File: src/rtl/countdown_ctrl.sv
`default_nettype none
// ============================================================================
//  Module   : countdown_ctrl
//  Purpose  : Run/set/pause/alarm sequencer for a two-digit BCD countdown
//             counter. Debounces three push-buttons, holds the user preset
//             (00-99 BCD), drives the counter load / count-enable and raises
//             the alarm request when the count reaches zero.
//  Revision : 1.0 - initial release
// ----------------------------------------------------------------------------
//  Ports
//    clk_i        system clock, rising edge
//    rst_ni       asynchronous active-low reset
//    tick_i       one-cycle 1 Hz strobe from the divider
//    key_start_i  start/pause button (async level, active-high)
//    key_up_i     preset increment button (async level, active-high)
//    key_clr_i    clear/abort button (async level, active-high)
//    zero_i       counter value == 00
//    preset_h_o   preset tens digit (BCD)
//    preset_l_o   preset units digit (BCD)
//    load_o       one-cycle pulse: counter loads the preset
//    count_en_o   counter decrements on tick while high
//    alarm_o      beeper request
//    state_o      current state (IDLE=0 SET=1 RUN=2 PAUSE=3 ALARM=4)
// ============================================================================
module countdown_ctrl #(
   parameter logic [3:0]  DEF_H     = 4'd6,
   parameter logic [3:0]  DEF_L     = 4'd0,
   parameter logic [15:0] DB_CYCLES = 16'd50000,
   parameter logic [3:0]  ALARM_SEC = 4'd5
) (
   input  logic       clk_i,
   input  logic       rst_ni,
   input  logic       tick_i,
   input  logic       key_start_i,
   input  logic       key_up_i,
   input  logic       key_clr_i,
   input  logic       zero_i,
   output logic [3:0] preset_h_o,
   output logic [3:0] preset_l_o,
   output logic       load_o,
   output logic       count_en_o,
   output logic       alarm_o,
   output logic [2:0] state_o
);

   localparam logic [2:0] S_IDLE  = 3'd0;
   localparam logic [2:0] S_SET   = 3'd1;
   localparam logic [2:0] S_RUN   = 3'd2;
   localparam logic [2:0] S_PAUSE = 3'd3;
   localparam logic [2:0] S_ALARM = 3'd4;

   // Key index: 0 = up, 1 = start, 2 = clr
   logic [2:0] keys_w;
   logic [2:0] ev_w;

   assign keys_w = {key_clr_i, key_start_i, key_up_i};

   // -------------------------------------------------------------------------
   // Key front end: 2-flop synchronizer + consecutive-high counter.
   // The counter saturates at DB_CYCLES; held_q blocks repeat events until
   // the synchronized level has gone low again.
   // -------------------------------------------------------------------------
   for (genvar k = 0; k < 3; k++) begin : g_key
      logic        s1_q;
      logic        s2_q;
      logic        held_q;
      logic [15:0] cnt_q;

      assign ev_w[k] = s2_q && (cnt_q == DB_CYCLES) && !held_q;

      always_ff @(posedge clk_i or negedge rst_ni) begin
         if (!rst_ni) begin
            s1_q   <= 1'b0;
            s2_q   <= 1'b0;
            held_q <= 1'b0;
            cnt_q  <= 16'd0;
         end else begin
            s1_q <= keys_w[k];
            s2_q <= s1_q;
            if (!s2_q) begin
               cnt_q  <= 16'd0;
               held_q <= 1'b0;
            end else begin
               if (cnt_q != DB_CYCLES) begin
                  cnt_q <= cnt_q + 16'd1;
               end
               if (ev_w[k]) begin
                  held_q <= 1'b1;
               end
            end
         end
      end
   end

   // Priority resolution: clr > start > up; lower ones are dropped.
   logic clr_ev_w;
   logic start_ev_w;
   logic up_ev_w;
   logic any_ev_w;

   assign clr_ev_w   = ev_w[2];
   assign start_ev_w = ev_w[1] && !ev_w[2];
   assign up_ev_w    = ev_w[0] && !ev_w[1] && !ev_w[2];
   assign any_ev_w   = |ev_w;

   // -------------------------------------------------------------------------
   // Sequencer registers
   // -------------------------------------------------------------------------
   logic [2:0] state_q,    state_d;
   logic [3:0] preset_h_q, preset_h_d;
   logic [3:0] preset_l_q, preset_l_d;
   logic       load_q,     load_d;
   logic       count_en_q, count_en_d;
   logic       alarm_q,    alarm_d;
   logic [3:0] alm_cnt_q,  alm_cnt_d;

   always_ff @(posedge clk_i or negedge rst_ni) begin
      if (!rst_ni) begin
         state_q    <= S_IDLE;
         preset_h_q <= DEF_H;
         preset_l_q <= DEF_L;
         load_q     <= 1'b0;
         count_en_q <= 1'b0;
         alarm_q    <= 1'b0;
         alm_cnt_q  <= 4'd0;
      end else begin
         state_q    <= state_d;
         preset_h_q <= preset_h_d;
         preset_l_q <= preset_l_d;
         load_q     <= load_d;
         count_en_q <= count_en_d;
         alarm_q    <= alarm_d;
         alm_cnt_q  <= alm_cnt_d;
      end
   end

   // -------------------------------------------------------------------------
   // Next-state and preset logic
   // -------------------------------------------------------------------------
   logic       preset_nz_w;
   logic [3:0] inc_h_w;
   logic [3:0] inc_l_w;
   logic       alarm_done_w;

   assign preset_nz_w  = (preset_h_q != 4'd0) || (preset_l_q != 4'd0);
   assign alarm_done_w = tick_i && (alm_cnt_q == (ALARM_SEC - 4'd1));

   // BCD increment, 99 wraps to 00
   always_comb begin
      inc_h_w = preset_h_q;
      inc_l_w = preset_l_q + 4'd1;
      if (preset_l_q >= 4'd9) begin
         inc_l_w = 4'd0;
         inc_h_w = (preset_h_q >= 4'd9) ? 4'd0 : preset_h_q + 4'd1;
      end
   end

   always_comb begin
      state_d    = state_q;
      preset_h_d = preset_h_q;
      preset_l_d = preset_l_q;
      case (state_q)
         S_IDLE, S_SET: begin
            if (clr_ev_w) begin
               preset_h_d = DEF_H;
               preset_l_d = DEF_L;
               state_d    = S_IDLE;
            end else if (start_ev_w) begin
               if (preset_nz_w) begin
                  state_d = S_RUN;
               end
            end else if (up_ev_w) begin
               preset_h_d = inc_h_w;
               preset_l_d = inc_l_w;
               state_d    = S_SET;
            end
         end
         S_RUN: begin
            if (clr_ev_w) begin
               state_d = S_IDLE;
            end else if (start_ev_w) begin
               state_d = S_PAUSE;
            end else if (zero_i && !load_q) begin
               // zero is stale during the load cycle, so it is ignored there
               state_d = S_ALARM;
            end
         end
         S_PAUSE: begin
            if (clr_ev_w) begin
               state_d = S_IDLE;
            end else if (start_ev_w) begin
               state_d = S_RUN;
            end
         end
         S_ALARM: begin
            if (any_ev_w || alarm_done_w) begin
               state_d = S_IDLE;
            end
         end
         default: state_d = S_IDLE;
      endcase
   end

   // -------------------------------------------------------------------------
   // Output logic (registered next cycle)
   // Load accompanies entry into RUN from IDLE/SET and every return to IDLE
   // from RUN/PAUSE/ALARM. If a load was issued in the previous cycle the
   // counter already holds the (unchanged) preset, so the second pulse is
   // suppressed to keep load from being high two cycles in a row.
   // -------------------------------------------------------------------------
   always_comb begin
      load_d     = 1'b0;
      count_en_d = 1'b0;
      alarm_d    = 1'b0;
      alm_cnt_d  = 4'd0;

      if (((state_q == S_IDLE) || (state_q == S_SET)) && (state_d == S_RUN)) begin
         load_d = !load_q;
      end
      if (((state_q == S_RUN) || (state_q == S_PAUSE) || (state_q == S_ALARM)) &&
          (state_d == S_IDLE)) begin
         load_d = !load_q;
      end

      // First RUN cycle after IDLE/SET is the load cycle; counting starts after.
      count_en_d = (state_d == S_RUN) && ((state_q == S_RUN) || (state_q == S_PAUSE));

      alarm_d = (state_d == S_ALARM);

      if ((state_q == S_ALARM) && (state_d == S_ALARM)) begin
         alm_cnt_d = tick_i ? alm_cnt_q + 4'd1 : alm_cnt_q;
      end
   end

   assign preset_h_o = preset_h_q;
   assign preset_l_o = preset_l_q;
   assign load_o     = load_q;
   assign count_en_o = count_en_q;
   assign alarm_o    = alarm_q;
   assign state_o    = state_q;

endmodule
`default_nettype wire

File: config.mk
export PLATFORM = sky130hd
export DESIGN_NAME = countdown_ctrl
export DESIGN_NICKNAME = d
export VERILOG_FILES = /design/src/rtl/countdown_ctrl.sv
export SDC_FILE = /design/constraint.sdc
export NUM_CORES = 1
export LEC_CHECK = 0
export BUFFER_PORTS_ARGS = -buffer_cell sky130_fd_sc_hd__buf_2
export CORE_MARGIN = 10
export CORE_UTILIZATION = 50
export CTS_BUF_LIST = sky130_fd_sc_hd__clkbuf_8
export DETAILED_ROUTE_END_ITERATION = 10
export GPL_TIMING_DRIVEN = 0
export PLACE_DENSITY_LB_ADDON = 0.08
export SYNTH_ARGS = -nofsm -noshare
export SYNTH_HDL_FRONTEND = slang
export SYNTH_SLANG_ARGS = --single-unit
File: constraint.sdc
create_clock -name clk_i -period 3.3 [get_ports clk_i]
set_clock_uncertainty 0.2 [all_clocks]
set_input_delay 0.825 -clock clk_i [delete_from_list [all_inputs] [get_ports clk_i]]
set_output_delay 0.825 -clock clk_i [all_outputs]
set_load 0.01 [all_outputs]
======== After elaboration in Yosys (flattened, before gate mapping) ========
Index checks and enable logic that the tools add are counted.
word-level totals
  word-level logic and storage cells ...... 120
  bits in registers ....................... 75
cells by class
  equality and inequality tests ........... 21
  muxes and demuxes ....................... 36
  add/sub/neg operators ................... 6
  $lt $le $gt $ge ......................... 2
  reduce and logical (&&, ||, !) cells .... 36
operators with widths
  kind                                                                    number
  16-bit 2-to-1 mux                                                       6
  16-bit by 1-bit adder with 16-bit output (second input constant)        3
  16-bit equality test (second input constant)                            3
  16-bit != test (second input constant)                                  3
  4-bit 2-to-1 mux                                                        11
  3-bit 2-to-1 mux                                                        10
  1-bit logical AND                                                       15
  4-bit by 1-bit adder with 4-bit output (second input constant)          3
  3-bit case mux with 4 select lines                                      1
  3-bit by 2-bit equality test with 1-bit output (second input constant)  3
  4-bit greater-or-equal comparator (second input constant)               2
  1-bit 2-to-1 mux                                                        8
  2-bit by 1-bit != test with 1-bit output (second input constant)        4
  2-bit != test (second input constant)                                   4
  4-bit nonzero test                                                      2
  3-bit equality test (second input constant)                             2
  1-bit logical NOT                                                       6
  3-bit logical NOT                                                       2
  1-bit logical OR                                                        5
  4-bit by 3-bit equality test with 1-bit output (second input constant)  1
  4-bit AND reduction                                                     1
  2-bit nonzero test                                                      2
  3-bit by 1-bit equality test with 1-bit output (second input constant)  1
  3-bit AND reduction                                                     1
  other kinds (2)                                                         2

======== Depth between registers and ports, before layout ========
Gate-level depths: netlist (run 1).
  depth in word-level cells ............... 14
  gate-level depth with buffers ........... 9
  depth with buffers taken out ............ 8

======== Least setup slack after synthesis (run 1) ========
No wires, ideal clock.
  path kind ............................... reg2reg
  from .................................... reg g_key[1].cnt_q[10]
  to ...................................... reg load_q (netlist: load_o)
  stages on the path, launching flop included .. 8
  period minus slack after synthesis ...... 2.697 ns
  path slack .............................. 0.603 ns
  required time ........................... 3.005 ns
  library setup time ...................... 0.095 ns
  path buffers ............................ 1
  arrival ................................. 2.402 ns
  cell sequence ........................... dfrtp_1 or4b_1 or4_4 buf_6 o22a_4 o21a_4 or4b_1 o31ai_1
between the ends
  longest elaborated chain between the ends .. 14
  elaborated cells on any way between the ends .. 24
  those cells by class .................... eq/ne (2); mux (11); reduce/logical (11)
ends and longest elaborated chain
  item                                            line  source
  start: declaration                              67    logic [15:0] cnt_q;
  start signal: assignment                        85    cnt_q <= cnt_q + 16'd1;
  16-bit equality test *                          69    assign ev_w[k] = s2_q && (cnt_q == DB_CYCLES) && !held_q;
  1-bit logical AND * (2 in a row)                69
  1-bit logical NOT                               103   assign up_ev_w = ev_w[0] && !ev_w[1] && !ev_w[2];
  1-bit logical AND (2 in a row)                  103
  3-bit 2-to-1 mux                                172   end else if (up_ev_w) begin
  3-bit 2-to-1 mux                                168   end else if (start_ev_w) begin
  3-bit 2-to-1 mux                                164   if (clr_ev_w) begin
  3-bit case mux with 4 select lines *            162   case (state_q)
  net state_d[2]                                  109   logic [2:0] state_q, state_d;
  3-bit by 2-bit equality test with 1-bit output  217   if (((state_q == S_IDLE) || (state_q == S_SET)) && (state_d == S_RUN)) begin
  1-bit logical AND                               217
  1-bit 2-to-1 mux                                217
  1-bit 2-to-1 mux *                              220   if (((state_q == S_RUN) || (state_q == S_PAUSE) || (state_q == S_ALARM)) &&
  net load_d                                      112   logic load_q, load_d;
  end signal: assignment                          130   load_q <= load_d;
  end: declaration                                112
Mark *: on every way through the listed nets, which the timed path passes. The rest lies on a longest branch.
A chain may end at the register's enable or synchronous reset.

======== Worst setup path in the final report (run 1) ========
  from .................................... reg g_key[0].cnt_q[3]
  to ...................................... reg preset_h_q[3] (netlist: preset_h_o[3])
between the ends
  longest elaborated chain between the ends .. 7
ends and longest elaborated chain
  item                                  line  source
  start: declaration                    67
  start signal: assignment              85
  16-bit equality test                  69
  1-bit logical AND (2 in a row)        69
  1-bit logical AND (2 in a row)        103
  2-bit nonzero test (no source line)   --
  4-bit AND reduction (no source line)  --
  end signal: assignment                128   preset_h_q <= preset_h_d;
  end: declaration                      110   logic [3:0] preset_h_q, preset_h_d;
Every way passes these cells.

==> reports/metrics.cfg, run 1 <==
[grt]
grt_pass1_vias = 2760
grtUsageTotal_pct = 13.1
grt_pass1_wl_um = 12800
antenna_found_initial = 0
grt_max_degree = 41
gr-total-overflow = 0

[logic_synthesis]
synth_most_common_cell = dfrtp_1
syn_nets = 403
yosys.area_share.simple_pct = 25.9
synthCells = 380
ys_types = 53
synth_area_leaders = dfrtp_1 47%, xnor2_1 7.8%, and2_1 6.2%, ha_1 5.1%, nand3_1 3.1%
synth_top_family_by_area = simple AND/OR/NAND/NOR gates
async_reset_ff_share_pct = 100
ys.flop_type = dfrtp_1
synthMuxAreaShare_pct = 0.543
syn_avg_cell_area_um2 = 10.3
ys_warn_count = 0
yosys.area_share.adder_pct = 5.11
synth_top_area_share_pct = 46.7
synth_compound_area_share_pct = 8.44
syn-cell-area_mm2 = 0.00392
synth_edf_count = 0
synth_common_cells = 73 x dfrtp_1, 39 x and2_1, 35 x xnor2_1
ys_seq_area_share_pct = 48.0
ys_ff_latch = 75
synth_top_area_cell = dfrtp_1
synth_xor_area_share_pct = 9.40

[floorplan]
die_h_um = 108
initial_core_util_pct = 50.9
std_cell_rows = 32
io_pins = 21
dieWidth_um = 108
core_area_mm2 = 0.00769
die_area_mm2 = 0.0118

[clocking]
numCtsBuffers = 9
clk_path_buf_depth = 2
clock_latency_ns = 0.34
postCtsHoldBufs = 0
cts-root-buf = clkbuf_8
post-cts-setup-buffers = 0
cts_sinks = 75
cts_resized = 0
clkTransAtPathRegs_ns = 0.09
cts_tree = yes
htree_num_levels = 3

[critical_path]
worst-r2r-setup-slack_ns = 0.40
crit_fanout = 9
end_kind = flop
crit_end = preset_h_o[3]
cpPeakStageDelay_ns = 0.58
critPathTopFamily = simple AND/OR/NAND/NOR gates
crit_start = g_key[0].cnt_q[3]
worstPathArrival_ns = 2.98
r2r-end = preset_h_o[3]
rr_worst_depth = 7
crit_buf_inv = 1
path_class = reg -> reg
crit_chain = or4bb_1, nor4_4, o311ai_0, o2bb2a_1, buf_2, nor4_1, o22a_1
r2r_start = g_key[0].cnt_q[3]
cpMaxStageDelayCell = or4bb_1
crit_cells = 7
worstSetupStartpointType = flop
crit_required_ns = 3.38

[timing]
relSlewSlack_pct = 68.3
rsz0062_at_grt = false
fmax_mhz = 345
tns_ns = 0
period_share_pct = 87.8
worst_slew_pin_slew_ns = 0.475
hold_viol_final = 0
slew_viol_final = 0
setup_viol = 0
period_needed_ns = 2.90
holdWs_ns = 0.149

[finish]
drive_above_1_share_pct = 12.0
multi_input_area_mm2 = 0.00193
fin_util_pct = 57.4
fin_nets = 435
areaGrowthSynthToFinish_pct = 12.8
stdcell_count = 519
seq_area_mm2 = 0.00188
fillCellCount = 707
n_antenna_cell = 0

[status]
status = finished, final reports clean

[placement]
gp_congestion = 0.815
dp_hpwl_um = 5090
placed_cells = 503
portBuffers = 20

[job]
cap_violations = 0

[pwr]
power_leakage_nw = 1.97
switching_share_pct = 21.8
clkPwrFrac_pct = 45.0
power_density_mw_per_mm2 = 435
pwr-share-comb_pct = 5.1
ir_drop_mv = 0.255
intPower_mw = 1.50
pwr-share-seq_pct = 49.9
power_switching_mw = 0.418

[routing]
drt_iter0_drc = 73
first_pass_iters = 4
ant_nets = 0
vias_per_cell = 5.24
num_vias = 2722
wl_per_cell_um = 13.8
wl_um = 7170
drc = 0

[worst_hold_path]
hold_path.class = reg -> reg

## worst min-delay path by stage
| stage | slack (ns) | cells past startpoint | end | startpoint |
|---|---|---|---|---|
| global route | 0.17 | 0 | g_key[0].s2_q | g_key[0].s1_q |
| detailed placement | 0.14 | 0 | g_key[1].s2_q | g_key[1].s1_q |
| floorplan | 0.13 | 0 | g_key[0].s2_q | g_key[0].s1_q |
| finish | 0.15 | 0 | g_key[2].s2_q | g_key[2].s1_q |
| CTS | 0.15 | 0 | g_key[1].s2_q | g_key[1].s1_q |
| global placement | 0.13 | 0 | g_key[1].s2_q | g_key[1].s1_q |
## final cells by class
class | count | share of cell area [%]
multi-input combinational | 280 | 43.8
sequential | 75 | 42.6
clock buffer | 10 | 3.12
tap | 102 | 2.89
timing repair buffer | 21 | 2.78
clock inverter | 6 | 2.55
inverter | 20 | 1.70
buffer | 5 | 0.623
## worst register-to-register path, stage by stage (launching register included)
cell      delay [ns]
dfrtp_1         0.46
or4bb_1         0.58
nor4_4          0.49
o311ai_0        0.27
o2bb2a_1        0.34
buf_2           0.17
nor4_1          0.17
o22a_1          0.16
## layer usage
layer	share of wire [%]	wire (µm)	global-route usage, %
met5	0	0	0
met4	1.2	85	4.52
met2	44	3140	20.0
met1	51	3670	17.8
met3	3.8	272	3.03
## cells by family (layout without fill, tap and decap cells)
group,Yosys count,after routing
XOR/XNOR,42,42
adder cells (fa/ha/maj),16,16
multiplexers,2,2
buffers and inverters,25,62
AND/OR/NAND/NOR,173,173
AO/OA/AOI/OAI,47,47
flip-flops,75,75
## power by group through the flow
| stage | registers (mW) | logic (mW) | clock network, mW |
|---|---|---|---|
| 6_report | 0.959 | 0.0982 | 0.865 |
| 3_5_place_dp | 0.977 | 0.101 | 0 |
| 3_3_place_gp | 0.976 | 0.0958 | 0 |
| 5_1_grt | 0.963 | 0.114 | 0.927 |
| 4_1_cts | 0.959 | 0.102 | 0.892 |
| 2_1_floorplan | 0.974 | 0.0551 | 0 |
## state kept, by name, indices dropped and copies added, names as in the netlist
name and count:
g_key.cnt_q 48, alm_cnt_q 4, preset_h_o 4, preset_l_o 4
g_key.held_q 3, g_key.s1_q 3, g_key.s2_q 3, state_o 3
alarm_o 1, count_en_o 1, load_o 1
## layout by cell type, fill, tap and decap left out, types with 2 or more instances in the layout
cell type / synthesis / final
dfrtp_1: 73 / 73
and2_1: 39 / 39
xnor2_1: 35 / 35
nand2_1: 27 / 27
nand3_1: 24 / 24
inv_1: 20 / 20
nor2_1: 20 / 20
buf_2: 1 / 20
ha_1: 16 / 16
o21ai_0: 14 / 14
clkbuf_8: 0 / 10
and3_1: 8 / 8
nand4_1: 8 / 8
or3_1: 8 / 8
nor2b_1: 8 / 8
a21boi_0: 8 / 8
xor2_1: 7 / 7
o31ai_1: 5 / 5
a21oi_1: 4 / 4
o21a_1: 4 / 4
nor4bb_1: 3 / 3
nor4_1: 3 / 3
or4b_1: 3 / 3
nor3b_1: 3 / 3
nor3_1: 3 / 3
clkbuf_1: 3 / 3
bufinv_16: 0 / 3
nand2b_1: 2 / 2
or4bb_1: 2 / 2
or4_1: 2 / 2
a211oi_1: 2 / 2
clkinv_4: 0 / 2
dfstp_2: 2 / 2
## through the flow
| stage | total power, mW | setup WS (ns) | area, µm² |
|---|---|---|---|
| 6_report | 1.92 | 0.403 | 4420 |
| 5_1_grt | 2.01 | 0.209 | 4420 |
| 4_1_cts | 1.95 | 0.393 | 4420 |
| 3_5_place_dp | 1.08 | 0.431 | 4170 |
| 3_3_place_gp | 1.07 | 0.405 | 4140 |
| 2_1_floorplan | 1.03 | 0.603 | 3920 |
Power figures use the tool's default switching activity.
==> inputs of run 2 (changes only) <==
- clock period: 3.3 -> 2.8 ns (I/O delays scaled with it)
==> reports/metrics.cfg, run 2 (same netlist as run 1, synthesis figures left out) <==
[critical_path]
cpMaxStageDelayCell = or4_4
path_class = reg -> reg
r2r_start = g_key[1].cnt_q[5]
worstSetupStartpointType = flop
crit_required_ns = 2.84
worst-r2r-setup-slack_ns = 0.04
worstPathArrival_ns = 2.80
end_kind = flop
crit_chain = or4b_1, or4_4, o22a_4, o21a_4, or4b_1, o31ai_1
r2r-end = load_o
crit_buf_inv = 0
crit_fanout = 8
rr_worst_depth = 6
critPathTopFamily = simple AND/OR/NAND/NOR gates
cpPeakStageDelay_ns = 0.59
path_common_cell = or4b_1

[floorplan]
die_h_um = 108
io_pins = 21
std_cell_rows = 32
initial_core_util_pct = 50.9
core_area_mm2 = 0.00769
die_area_mm2 = 0.0118
dieWidth_um = 108

[routing]
wl_um = 7340
wl_per_cell_um = 13.8
first_pass_iters = 4
num_vias = 2796
drt_iter0_drc = 76
drc = 0
ant_nets = 0
vias_per_cell = 5.26

[pwr]
power_leakage_nw = 2.04
power_mw = 2.27
power_density_mw_per_mm2 = 503
ir_drop_mv = 0.301

[finish]
areaGrowthSynthToFinish_pct = 15.5
multi_input_area_mm2 = 0.00194
layout_common_cells = 71 x dfrtp_1, 39 x and2_1, 35 x xnor2_1, 27 x nand2_1, 24 x nand3_1
largest_reg_flops = 48
drive_above_1_share_pct = 15.6
fin_nets = 448
seq_area_mm2 = 0.00188
fillCellCount = 699
largest_register = g_key.cnt_q
final_common_cell = dfrtp_1
n_antenna_cell = 0

[placement]
dp_hpwl_um = 5090
portBuffers = 20
gp_congestion = 0.815

[timing]
rsz0062_at_grt = false
fmax_mhz = 363
setup_viol = 0
period_needed_ns = 2.76
holdWs_ns = 0.111
slew_viol_final = 0
hold_viol_final = 0
worst_slew_pin_slew_ns = 0.480
relSlewSlack_pct = 68.0
period_share_pct = 98.5

[clocking]
clkTransAtPathRegs_ns = 0.09
clk_path_buf_depth = 2
numCtsBuffers = 9
cts-root-buf = clkbuf_8
htree_num_levels = 3
cts_tree = yes
clock_latency_ns = 0.33
cts_sinks = 75

[grt]
gr-total-overflow = 0
grt_pass1_vias = 2765
antenna_found_initial = 0
grt_max_degree = 41
grtUsageTotal_pct = 13.1
grt_pass1_wl_um = 12800

[status]
status = finished, final reports clean

[job]
cap_violations = 0

[worst_hold_path]
hold_path.class = in -> async

run 2: cell types whose count changed in the layout (fill, tap and decap cells not counted), sizes merged:
cell	before	now
buf	23	36
run 2: area by class of cell:
cell class	count	area share (%)
clock inverters	6	2.49
well taps	102	2.82
repair buffers	35	5.04
plain buffers	4	0.360
clock buffers	10	3.04
inverters	20	1.66
flip-flops and latches	75	41.6
multi-input cells	280	43.0
run 2: per-layer routing:
| metal | vias up | GRT usage [%] | share of wire [%] |
|---|---|---|---|
| met4 | 0 | 4.52 | 1.1 |
| met1 | 1355 | 17.8 | 50 |
| li1 | 1391 | - | - |
| met2 | 44 | 20.0 | 45 |
| met3 | 6 | 3.03 | 4.0 |
| met5 | - | 0 | 0 |
run 2: repair_timing:
action	CTS	global route
hold buffers	0	0
resized for setup	1	4
setup buffers	2	12
pin swaps	1	4
setup endpoints to repair	5	5
run 2: power breakdown:
| part | switching, mW | total [mW] | internal [mW] |
|---|---|---|---|
| clock | 0.405 | 1.02 | 0.618 |
| combinational | 0.0686 | 0.119 | 0.0509 |
| sequential | 0.0250 | 1.13 | 1.11 |
| total | 0.498 | 2.27 | 1.77 |
run 2: how the worst max path moves through the flow:
stage,end,from,cells past startpoint,slack [ns]
2_1_floorplan,load_o,g_key[1].cnt_q[10],7,0.10
3_3_place_gp,preset_h_o[3],g_key[0].cnt_q[3],7,-0.09
3_5_place_dp,preset_h_o[3],g_key[0].cnt_q[3],7,-0.07
4_1_cts,load_o,g_key[1].cnt_q[11],7,0.003
5_1_grt,load_o,g_key[1].cnt_q[2],6,0.004
6_report,load_o,g_key[1].cnt_q[5],6,0.04
run 2: stage by stage:
stage                     utilization [%]  TNS [ns]  cell area (µm²)  std cells  worst slack [ns]
after CTS                            57.7         0             4430        521           0.00312
after floorplan                         -         0             3920        380             0.103
after detailed placement             54.2    -0.136             4170        503           -0.0690
final                                58.8         0             4520        532            0.0424
after global placement               53.9    -0.183             4140        502           -0.0949
after global routing                 58.8         0             4520        532           0.00361
